## src/rtl/bus_pkg.sv

```systemverilog
// Shared response encoding for the simple valid/ready bus.
package bus_pkg;

   typedef enum logic [1:0] {
      RESP_OKAY  = 2'b00,
      RESP_ERROR = 2'b10
   } resp_t;

endpackage

```

## src/rtl/bus_slave_mem_if.sv

```systemverilog
// Single-transfer valid/ready bus between an initiator and a slave endpoint.
interface bus_slave_mem_if #(
   parameter int DATA_W = 8
);

   logic                valid;
   logic                wr_en;
   logic [7:0]          addr;
   logic [DATA_W-1:0]   wdata;
   logic                ready;
   logic [DATA_W-1:0]   rdata;
   bus_pkg::resp_t      resp;

   modport master (
      output valid, wr_en, addr, wdata,
      input  ready, rdata, resp
   );

   modport slave (
      input  valid, wr_en, addr, wdata,
      output ready, rdata, resp
   );

endinterface

```

## src/rtl/bus_slave_mem.sv

```systemverilog
// Memory-backed bus responder with programmable wait states; out-of-range
// addresses complete with RESP_ERROR and leave storage untouched.
module bus_slave_mem #(
   parameter logic [7:0] BASE_ADDR   = 8'h00,
   parameter int         DEPTH       = 16,
   parameter int         DATA_W      = 8,
   parameter int         WAIT_CYCLES = 1
) (
   input  logic           clk,
   input  logic           rst,
   bus_slave_mem_if.slave bus
);

   import bus_pkg::*;

   localparam int IDX_W = (DEPTH > 1) ? $clog2(DEPTH) : 1;

   if (DEPTH < 1 || DEPTH > 64) begin : g_bad_depth
      $error("bus_slave_mem: DEPTH must be within 1..64");
   end
   if (WAIT_CYCLES < 0 || WAIT_CYCLES > 15) begin : g_bad_wait
      $error("bus_slave_mem: WAIT_CYCLES must be within 0..15");
   end
   if (int'(BASE_ADDR) + DEPTH > 256) begin : g_bad_window
      $error("bus_slave_mem: BASE_ADDR + DEPTH exceeds the 8-bit address space");
   end

   typedef enum logic [1:0] {
      ST_IDLE,
      ST_WAIT,
      ST_RESP
   } state_t;

   state_t              r_state;
   logic [3:0]          r_cnt;
   logic [IDX_W-1:0]    r_idx;
   logic                r_wr;
   logic                r_hit;
   logic [DATA_W-1:0]   r_wdata;
   logic                r_ready;
   logic [DATA_W-1:0]   r_rdata;
   resp_t               r_resp;
   logic [DATA_W-1:0]   r_mem [DEPTH];

   logic [7:0]          w_off_in;
   logic                w_hit_in;
   logic [IDX_W-1:0]    w_sel_idx;
   logic                w_sel_hit;
   logic                w_sel_wr;
   logic                w_go_resp;

   // Offset is only meaningful when addr >= BASE_ADDR, so the subtraction never wraps on a hit.
   assign w_off_in = bus.addr - BASE_ADDR;
   assign w_hit_in = (bus.addr >= BASE_ADDR) && ({1'b0, w_off_in} < 9'(DEPTH));

   // With zero wait states the response is built straight from the bus inputs.
   always_comb begin
      w_sel_idx = r_idx;
      w_sel_hit = r_hit;
      w_sel_wr  = r_wr;
      if (r_state == ST_IDLE) begin
         w_sel_idx = w_off_in[IDX_W-1:0];
         w_sel_hit = w_hit_in;
         w_sel_wr  = bus.wr_en;
      end
   end

   always_comb begin
      w_go_resp = 1'b0;
      case (r_state)
         ST_IDLE: w_go_resp = bus.valid && (WAIT_CYCLES == 0);
         ST_WAIT: w_go_resp = bus.valid && (r_cnt == 4'd0);
         default: w_go_resp = 1'b0;
      endcase
   end

   always_ff @(posedge clk or posedge rst) begin
      if (rst) begin
         r_state <= ST_IDLE;
         r_cnt   <= 4'd0;
         r_idx   <= '0;
         r_wr    <= 1'b0;
         r_hit   <= 1'b0;
         r_wdata <= '0;
         r_ready <= 1'b0;
         r_rdata <= '0;
         r_resp  <= RESP_OKAY;
         for (int i = 0; i < DEPTH; i++) begin
            r_mem[i] <= '0;
         end
      end else begin
         r_ready <= 1'b0;
         r_rdata <= '0;
         r_resp  <= RESP_OKAY;

         case (r_state)
            ST_IDLE: begin
               if (bus.valid) begin
                  r_idx   <= w_off_in[IDX_W-1:0];
                  r_wr    <= bus.wr_en;
                  r_hit   <= w_hit_in;
                  r_wdata <= bus.wdata;
                  if (WAIT_CYCLES == 0) begin
                     r_state <= ST_RESP;
                  end else begin
                     r_cnt   <= 4'(WAIT_CYCLES - 1);
                     r_state <= ST_WAIT;
                  end
               end
            end
            ST_WAIT: begin
               if (!bus.valid) begin
                  r_state <= ST_IDLE;
               end else if (r_cnt == 4'd0) begin
                  r_state <= ST_RESP;
               end else begin
                  r_cnt <= r_cnt - 4'd1;
               end
            end
            ST_RESP: begin
               if (r_wr && r_hit) begin
                  r_mem[r_idx] <= r_wdata;
               end
               r_state <= ST_IDLE;
            end
            default: r_state <= ST_IDLE;
         endcase

         // Read data is sampled on the edge that enters RESP, before any write lands.
         if (w_go_resp) begin
            r_ready <= 1'b1;
            r_resp  <= w_sel_hit ? RESP_OKAY : RESP_ERROR;
            if (w_sel_hit && !w_sel_wr) begin
               r_rdata <= r_mem[w_sel_idx];
            end
         end
      end
   end

   assign bus.ready = r_ready;
   assign bus.rdata = r_rdata;
   assign bus.resp  = r_resp;

endmodule

```

## src/flat_wrapper.sv

```systemverilog
// flat-port wrapper written by rule: the top's interface ports become plain ports
module bus_slave_mem_flat import bus_pkg::*;
#(
   parameter logic [7:0] BASE_ADDR   = 8'h00,
   parameter int         DEPTH       = 16,
   parameter int         DATA_W      = 8,
   parameter int         WAIT_CYCLES = 1
)
  (clk, rst, bus_valid, bus_wr_en, bus_addr, bus_wdata, bus_ready, bus_rdata, bus_resp);
  bus_slave_mem_if #(.DATA_W(DATA_W)) bus_i ();
  input  logic clk;
  input  logic rst;
  input wire logic [$bits(bus_i.valid)-1:0] bus_valid;
  input wire logic [$bits(bus_i.wr_en)-1:0] bus_wr_en;
  input wire logic [$bits(bus_i.addr)-1:0] bus_addr;
  input wire logic [$bits(bus_i.wdata)-1:0] bus_wdata;
  output wire logic [$bits(bus_i.ready)-1:0] bus_ready;
  output wire logic [$bits(bus_i.rdata)-1:0] bus_rdata;
  output wire logic [$bits(bus_i.resp)-1:0] bus_resp;
  assign bus_i.valid = bus_valid;
  assign bus_i.wr_en = bus_wr_en;
  assign bus_i.addr = bus_addr;
  assign bus_i.wdata = bus_wdata;
  assign bus_ready = bus_i.ready;
  assign bus_rdata = bus_i.rdata;
  assign bus_resp = bus_i.resp;
  bus_slave_mem #(.BASE_ADDR(BASE_ADDR), .DEPTH(DEPTH), .DATA_W(DATA_W), .WAIT_CYCLES(WAIT_CYCLES)) u_core (.clk(clk), .rst(rst), .bus(bus_i));
endmodule
```

## config.mk

```make
export PLATFORM = sky130hd
export DESIGN_NAME = bus_slave_mem_flat
export DESIGN_NICKNAME = d
export VERILOG_FILES = /design/src/rtl/bus_pkg.sv /design/src/rtl/bus_slave_mem_if.sv /design/src/rtl/bus_slave_mem.sv /design/src/flat_wrapper.sv
export SDC_FILE = /design/constraint.sdc
export NUM_CORES = 1
export LEC_CHECK = 0
export BUFFER_PORTS_ARGS = -buffer_cell sky130_fd_sc_hd__buf_2
export CAP_MARGIN = 15
export CORE_MARGIN = 1
export CORE_UTILIZATION = 40
export DETAILED_ROUTE_END_ITERATION = 7
export PLACE_DENSITY = 0.67
export SLEW_MARGIN = 30
export SYNTH_ARGS = -nofsm -noshare
export SYNTH_HDL_FRONTEND = slang
export SYNTH_SLANG_ARGS = --single-unit
```

## constraint.sdc

```tcl
create_clock -name clk -period 4.85 [get_ports clk]
set_input_delay 0.485 -clock clk [delete_from_list [all_inputs] [get_ports clk]]
set_output_delay 0.485 -clock clk [all_outputs]
set_load 0.03 [all_outputs]
```

== Word-level counts from Yosys, hierarchy flattened ==
Cells that the tools add are included.
Storage, ports and cells
  bits in registers: 159
  latch bits: 0
  RAM bits: 0
  ROM bits: 0
  input port bits: 20
  logic and storage cells: 75
  memories: 0
Operators by class
  $add $sub $neg: 1
  multiply operators: 0
  divide/modulo/power cells: 0
  $lt $le $gt $ge: 5
  equal/unequal tests: 6
  shifts and indexed selects: 0
  multiplexer cells: 23
  bitwise operators: 2
  reductions and logical operators: 13
Operators by type and width (number)
  bitwise mux 128 bit: 1
  two-way mux 8 bit: 5
  binary-select mux 8 bit (select 4 bit): 1
  demux 8 bit (select 4 bit): 1
  two-way mux 4 bit: 4
  >= comparator 5 bit (second input constant): 2
  two-way mux 2 bit: 5
  NOT 4 -> 5 bit: 2
  >= comparator 8 x 1 -> 1 bit (second input constant): 1
  < comparator 8 x 5 -> 1 bit (second input constant): 1
  one-hot mux 4 bit (2 select lines): 1
  != test 2 bit (second input constant): 3
  AND reduction 2 bit: 3
  logical AND 1 bit: 5
  < comparator 5 x 1 -> 1 bit (second input constant): 1
  logical NOT 4 bit: 1
  two-way mux 1 bit: 4
  one-hot mux 2 bit (2 select lines): 1
  AND reduction 4 bit: 1
  subtractor 4 x 1 -> 4 bit (second input constant): 1
  != test 3 x 2 -> 1 bit (second input constant): 1
  == test 2 x 1 -> 1 bit (second input constant): 1
  == test 2 bit (second input constant): 1
  logical NOT 2 bit: 1
  2 further kinds: 2

== Depth between registers and ports, before layout ==
  depth after elaboration: 8
  mapped depth: 8
  gate-level depth less buffers: 7

== Worst setup path before layout ==
OpenSTA, ideal clock, no wires.
  kind: input to register
  start: in bus_addr[6]
  end: reg u_core.r_rdata[6] (netlist: u_core.bus.rdata[6])
  data arrival time: 2.122 ns
  data required time: 4.773 ns
  path slack: 2.650 ns
  cell stages on the path: 6
  cells stage by stage: or4_4 o32a_1 or3_1 buf_2 a2111o_1 o21ai_1
Between the ends
  cells in the longest elaborated chain, start to end: 6
  elaborated cells between the ends (all ways): 7
  classes of those cells: order compare (2); mux (3); reduce/logical (2)
RTL lines
  start, declared: RTL line flat_wrapper.sv:15  | input wire logic [$bits(bus_i.addr)-1:0] bus_addr;
  >= comparator 8 x 1 -> 1 bit / < comparator 8 x 5 -> 1 bit (equally long branches): RTL line bus_slave_mem.sv:54  | assign w_hit_in = (bus.addr >= BASE_ADDR) && ({1'b0, w_off_in} < 9'(DEPTH));
  logical AND 1 bit *: RTL line bus_slave_mem.sv:54
  two-way mux 1 bit *: RTL line bus_slave_mem.sv:61  | if (r_state == ST_IDLE) begin
  logical AND 1 bit *: RTL line bus_slave_mem.sv:133  | if (w_sel_hit && !w_sel_wr) begin
  two-way mux 8 bit *: RTL line bus_slave_mem.sv:133
  two-way mux 8 bit *: RTL line bus_slave_mem.sv:130  | if (w_go_resp) begin
  end signal, assigned: RTL line bus_slave_mem.sv:134  | r_rdata <= r_mem[w_sel_idx];
  end, declared: RTL line bus_slave_mem.sv:41  | logic [DATA_W-1:0] r_rdata;
Mark *: on every way between the ends. The rest lies on a longest branch, timed or not.
A chain may end at the register's enable or synchronous reset.

== Worst setup path after layout ==
  start: reg u_core.r_state[0]
  end: reg u_core.r_rdata[6] (netlist: u_core.bus.rdata[6])
Between the ends
  cells in the longest elaborated chain, start to end: 8
  elaborated cells between the ends (all ways): 14
  classes of those cells: eq/ne (1); mux (9); bitwise (1); reduce/logical (3)
RTL lines
  start, declared: RTL line bus_slave_mem.sv:34  | state_t r_state;
  start signal, assigned: RTL line bus_slave_mem.sv:79  | r_state <= ST_IDLE;
  start signal, assigned: RTL line bus_slave_mem.sv:104  | r_state <= ST_RESP;
  start signal, assigned: RTL line bus_slave_mem.sv:107  | r_state <= ST_WAIT;
  logical NOT 2 bit: RTL line bus_slave_mem.sv:61
  two-way mux 4 bit: RTL line bus_slave_mem.sv:61
  NOT 4 -> 5 bit (implied by the code): RTL line bus_slave_mem.sv:134
  binary-select mux 8 bit (select 4 bit): RTL line bus_slave_mem.sv:134
  two-way mux 8 bit (implied by the code) (2 in series): RTL line bus_slave_mem.sv:134
  two-way mux 8 bit: RTL line bus_slave_mem.sv:133
  two-way mux 8 bit *: RTL line bus_slave_mem.sv:130
Mark *: on every way between the ends. The rest lies on a longest branch, timed or not. The select of a mux whose other input is x is not followed.

==> flow_results.xml <==
<?xml version="1.0" encoding="UTF-8"?>
<metrics>
  <group name="setup_path">
    <metric name="worst-path-buf-inv" unit="">0</metric>
    <metric name="worstSetupStartpointType" unit="">flip-flop</metric>
    <metric name="cpMaxStageDelayCell" unit="">sky130_fd_sc_hd__and2_1</metric>
    <metric name="critical_path_class" unit="">reg -&gt; reg</metric>
    <metric name="path_max_fanout" unit="">23</metric>
    <metric name="path_cells" unit="">o21ai_1 -&gt; and2_1 -&gt; mux2_2 -&gt; o22ai_1 -&gt; o21ai_1</metric>
    <metric name="timing.critical_path.max_delay_family" unit="">compound AO/OA/AOI/OAI gates</metric>
    <metric name="slowest_delay" unit="ps">750</metric>
    <metric name="cell_with_the_most_instances_on_the_worst_path" unit="">sky130_fd_sc_hd__o21ai_1</metric>
    <metric name="crit_path_end_kind" unit="">flip-flop</metric>
    <metric name="cp.arrival" unit="ps">2980</metric>
    <metric name="cp.required" unit="ps">5160</metric>
  </group>
  <group name="floorplanning">
    <metric name="fp.dieArea" unit="mm2">0.0201</metric>
    <metric name="ioPinCount" unit="">31</metric>
    <metric name="floorplan.initialDensity" unit="">0.413</metric>
    <metric name="die_h" unit="um">142</metric>
    <metric name="rows" unit="">50</metric>
    <metric name="dieWidth" unit="um">142</metric>
    <metric name="core_area" unit="mm2">0.0190</metric>
  </group>
  <group name="route">
    <metric name="totalWireLength" unit="um">18800</metric>
    <metric name="num_vias" unit="">5315</metric>
    <metric name="postRouteAntennaNets" unit="">0</metric>
    <metric name="detail_route.first_pass.iterations" unit="">5</metric>
    <metric name="first_iter_violations" unit="">431</metric>
    <metric name="vias_per_cell" unit="">5.60</metric>
    <metric name="drcViolationCount" unit="">0</metric>
    <metric name="routed_wl_per_cell" unit="um">19.8</metric>
  </group>
  <group name="min_path">
    <metric name="worst_hold_path_type" unit="">in -&gt; async</metric>
  </group>
  <group name="logic_synthesis">
    <metric name="synth.top_cells.by_area" unit="">sky130_fd_sc_hd__dfrtp_1 (50%), sky130_fd_sc_hd__mux2_2 (17%), sky130_fd_sc_hd__mux2i_1 (8.8%)</metric>
    <metric name="ys_seq_area_frac" unit="">0.505</metric>
    <metric name="netlist_area" unit="mm2">0.00783</metric>
    <metric name="synth-main-ff-cell" unit="">sky130_fd_sc_hd__dfrtp_1</metric>
    <metric name="yosysWarningCount" unit="">0</metric>
    <metric name="synth.lib_cells_used.distinct" unit="">53</metric>
    <metric name="synth-edff-count" unit="">0</metric>
    <metric name="synth_top_cell_area_share" unit="">0.505</metric>
    <metric name="ys_async_sr_fraction" unit="">1.00</metric>
    <metric name="synth_fp_nets" unit="">690</metric>
    <metric name="synth_seq_cells" unit="">158</metric>
    <metric name="netlist_instances" unit="">669</metric>
    <metric name="synth_top_area_cell" unit="">sky130_fd_sc_hd__dfrtp_1</metric>
    <metric name="synthesis.area_per_instance" unit="um2">11.7</metric>
  </group>
  <group name="cts">
    <metric name="root_buf_cell" unit="">sky130_fd_sc_hd__clkbuf_16</metric>
    <metric name="clk-insertion-delay-late" unit="ps">430</metric>
    <metric name="cts_setup_buffers" unit="">0</metric>
    <metric name="cts-buffers-inserted" unit="">17</metric>
    <metric name="number_of_h_tree_levels" unit="">4</metric>
    <metric name="clock_tree.buffer_depth" unit="">2</metric>
    <metric name="cts_sinks" unit="">158</metric>
    <metric name="cts_tree" unit="">built</metric>
    <metric name="cts_resized" unit="">0</metric>
    <metric name="holdBufCountCts" unit="">0</metric>
    <metric name="worst_setup_hold_path_clk_slew" unit="ps">60</metric>
  </group>
  <group name="cells_and_area">
    <metric name="layout_cell_share_with_drive_strength_beyond_1" unit="">0.292</metric>
    <metric name="diodes" unit="">0</metric>
    <metric name="layout.cells.most_common_list" unit="">sky130_fd_sc_hd__dfrtp_1 (157), sky130_fd_sc_hd__mux2_2 (118), sky130_fd_sc_hd__nand2_1 (91)</metric>
    <metric name="area.growth.synth_to_final" unit="%">11.5</metric>
    <metric name="layout.cells.most_common" unit="">sky130_fd_sc_hd__dfrtp_1</metric>
    <metric name="final_net_count" unit="">700</metric>
  </group>
  <group name="grt">
    <metric name="grt_antenna_before_repair" unit="">0</metric>
    <metric name="grtUsageTotal" unit="">0.200</metric>
    <metric name="grt_pass1_wl" unit="um">30400</metric>
    <metric name="grt_start_max_net_pins" unit="">88</metric>
    <metric name="first_global_vias" unit="">5395</metric>
    <metric name="globalRoute.totalOverflow" unit="">0</metric>
  </group>
  <group name="timing">
    <metric name="timing.final.crit_share" unit="">0.550</metric>
    <metric name="timing.hold.ws" unit="ps">216</metric>
    <metric name="highest_achievable_clock_rate" unit="GHz">0.375</metric>
    <metric name="setup_tns" unit="ps">0</metric>
    <metric name="setup_repair_after_global_routing_missed_its_margin" unit="">no</metric>
    <metric name="period_needed" unit="ps">2670</metric>
    <metric name="final_hold_violating_endpoints" unit="">0</metric>
    <metric name="finalMaxSlewViolations" unit="">0</metric>
    <metric name="fin_worst_skew" unit="ps">6.35</metric>
    <metric name="slew_headroom" unit="">0.440</metric>
    <metric name="worst_pin_slew" unit="ps">841</metric>
    <metric name="final-setup-viol-count" unit="">0</metric>
  </group>
  <group name="power">
    <metric name="pwr_density_cell" unit="mW/mm2">423</metric>
    <metric name="power.leakage" unit="nW">4.22</metric>
    <metric name="power.ir.vdd_worst" unit="uV">177</metric>
  </group>
  <group name="outcome">
    <metric name="run_status" unit="">finished clean</metric>
  </group>
  <group name="placed_design">
    <metric name="io_buffers" unit="">29</metric>
    <metric name="dp_hpwl" unit="um">12400</metric>
    <metric name="gp_routability_congestion" unit="">0.843</metric>
  </group>
  <group name="flow_run">
    <metric name="maxCapViolCount" unit="">0</metric>
  </group>
</metrics>
synthesized netlist by cell type (2+ instances only):
master                      number
sky130_fd_sc_hd__inv_1           7
sky130_fd_sc_hd__nand3_1         8
sky130_fd_sc_hd__buf_2          17
sky130_fd_sc_hd__a211o_1         2
sky130_fd_sc_hd__or2_2           2
sky130_fd_sc_hd__a211oi_1        6
sky130_fd_sc_hd__and3_1          5
sky130_fd_sc_hd__a32o_1          5
sky130_fd_sc_hd__and2_1          2
sky130_fd_sc_hd__o21ai_1         2
sky130_fd_sc_hd__a31oi_1        17
sky130_fd_sc_hd__nand2_1        92
sky130_fd_sc_hd__nor2_2          6
sky130_fd_sc_hd__o211ai_1        8
sky130_fd_sc_hd__or4b_1          2
sky130_fd_sc_hd__mux2i_1        69
sky130_fd_sc_hd__mux2_2        118
sky130_fd_sc_hd__nor2b_1         5
sky130_fd_sc_hd__buf_1           3
sky130_fd_sc_hd__a21oi_1         2
sky130_fd_sc_hd__nand2b_1        7
sky130_fd_sc_hd__o32ai_1        11
sky130_fd_sc_hd__o2111ai_1       2
sky130_fd_sc_hd__o31ai_1         3
sky130_fd_sc_hd__or3b_1          2
sky130_fd_sc_hd__clkbuf_1       25
sky130_fd_sc_hd__nor4bb_1        2
sky130_fd_sc_hd__or3_1           2
sky130_fd_sc_hd__mux2_1         21
sky130_fd_sc_hd__o221ai_1        2
sky130_fd_sc_hd__nor2_1         30
sky130_fd_sc_hd__a32oi_1         2
sky130_fd_sc_hd__o21ai_0         4
sky130_fd_sc_hd__dfrtp_1       158
sky130_fd_sc_hd__nor4b_1         2
power breakdown:
group | total (mW) | internal [mW] | switching, mW
Clock | 1.21 | 0.694 | 0.519
Combinational | 0.818 | 0.286 | 0.532
Sequential | 1.66 | 1.39 | 0.267
final cells by class:
type                       instances  area [um2]
clock inverter                     7        40.0
sequential                       158        3960
inverter                           7        31.3
multi-input combinational        458        3690
timing repair buffer              37         205
fill                            1681       10200
clock buffer                      22         484
tap                              260         325
cells by family after synthesis:
logic type | synth area share
flops | 0.505
other cells | 0.000479
compound gates | 0.0673
fa+ha+maj | 0.00160
xor+xnor | 0.00224
mux | 0.288
buf+inv | 0.0286
simple gates | 0.107
final timing paths:
path,slack (ps),start,cells past startpoint,to
min reg2reg,490,u_core.r_mem[94],1,u_core.r_mem[94]
max reg2reg,2180,u_core.r_state[0],5,u_core.bus.rdata[6]
min,220,rst,2,u_core.r_mem[118]
min in group clk,240,bus_wdata[7],3,u_core.r_wdata[7]
max,2180,u_core.r_state[0],5,u_core.bus.rdata[6]
max in group asynchronous,3650,rst,3,u_core.r_mem[123]
metal layers:
metal / wire (um) / vias to the layer above / global-route usage
li1: - / 2418 / -
met1: 8520 / 2737 / 0.266
met2: 9140 / 136 / 0.327
met3: 815 / 24 / 0.0377
met4: 362 / 0 / 0.0736
met5: 0 / - / 0
flip-flops by register name, summed over array words and instances (netlist names):
register / cells
u_core.r_idx: 4
u_core.r_mem: 128
u_core.bus.resp: 1
u_core.bus.ready: 1
u_core.bus.rdata: 8
u_core.r_hit: 1
u_core.r_cnt: 4
u_core.r_wdata: 8
u_core.r_state: 2
u_core.r_wr: 1
through the flow:
stage	area (um2)	worst slack (ps)	utilization	total power, mW	instances
3_3_place_gp	8180	2210	0.432	2.45	920
6_report	8730	2180	0.461	3.69	949
5_1_grt	8730	2080	0.461	3.85	949
2_1_floorplan	7830	102	-	2.19	669
4_1_cts	8730	2080	0.461	3.69	949
3_5_place_dp	8210	2090	0.433	2.49	920
Note: power is estimated with default switching activity, not from simulation.
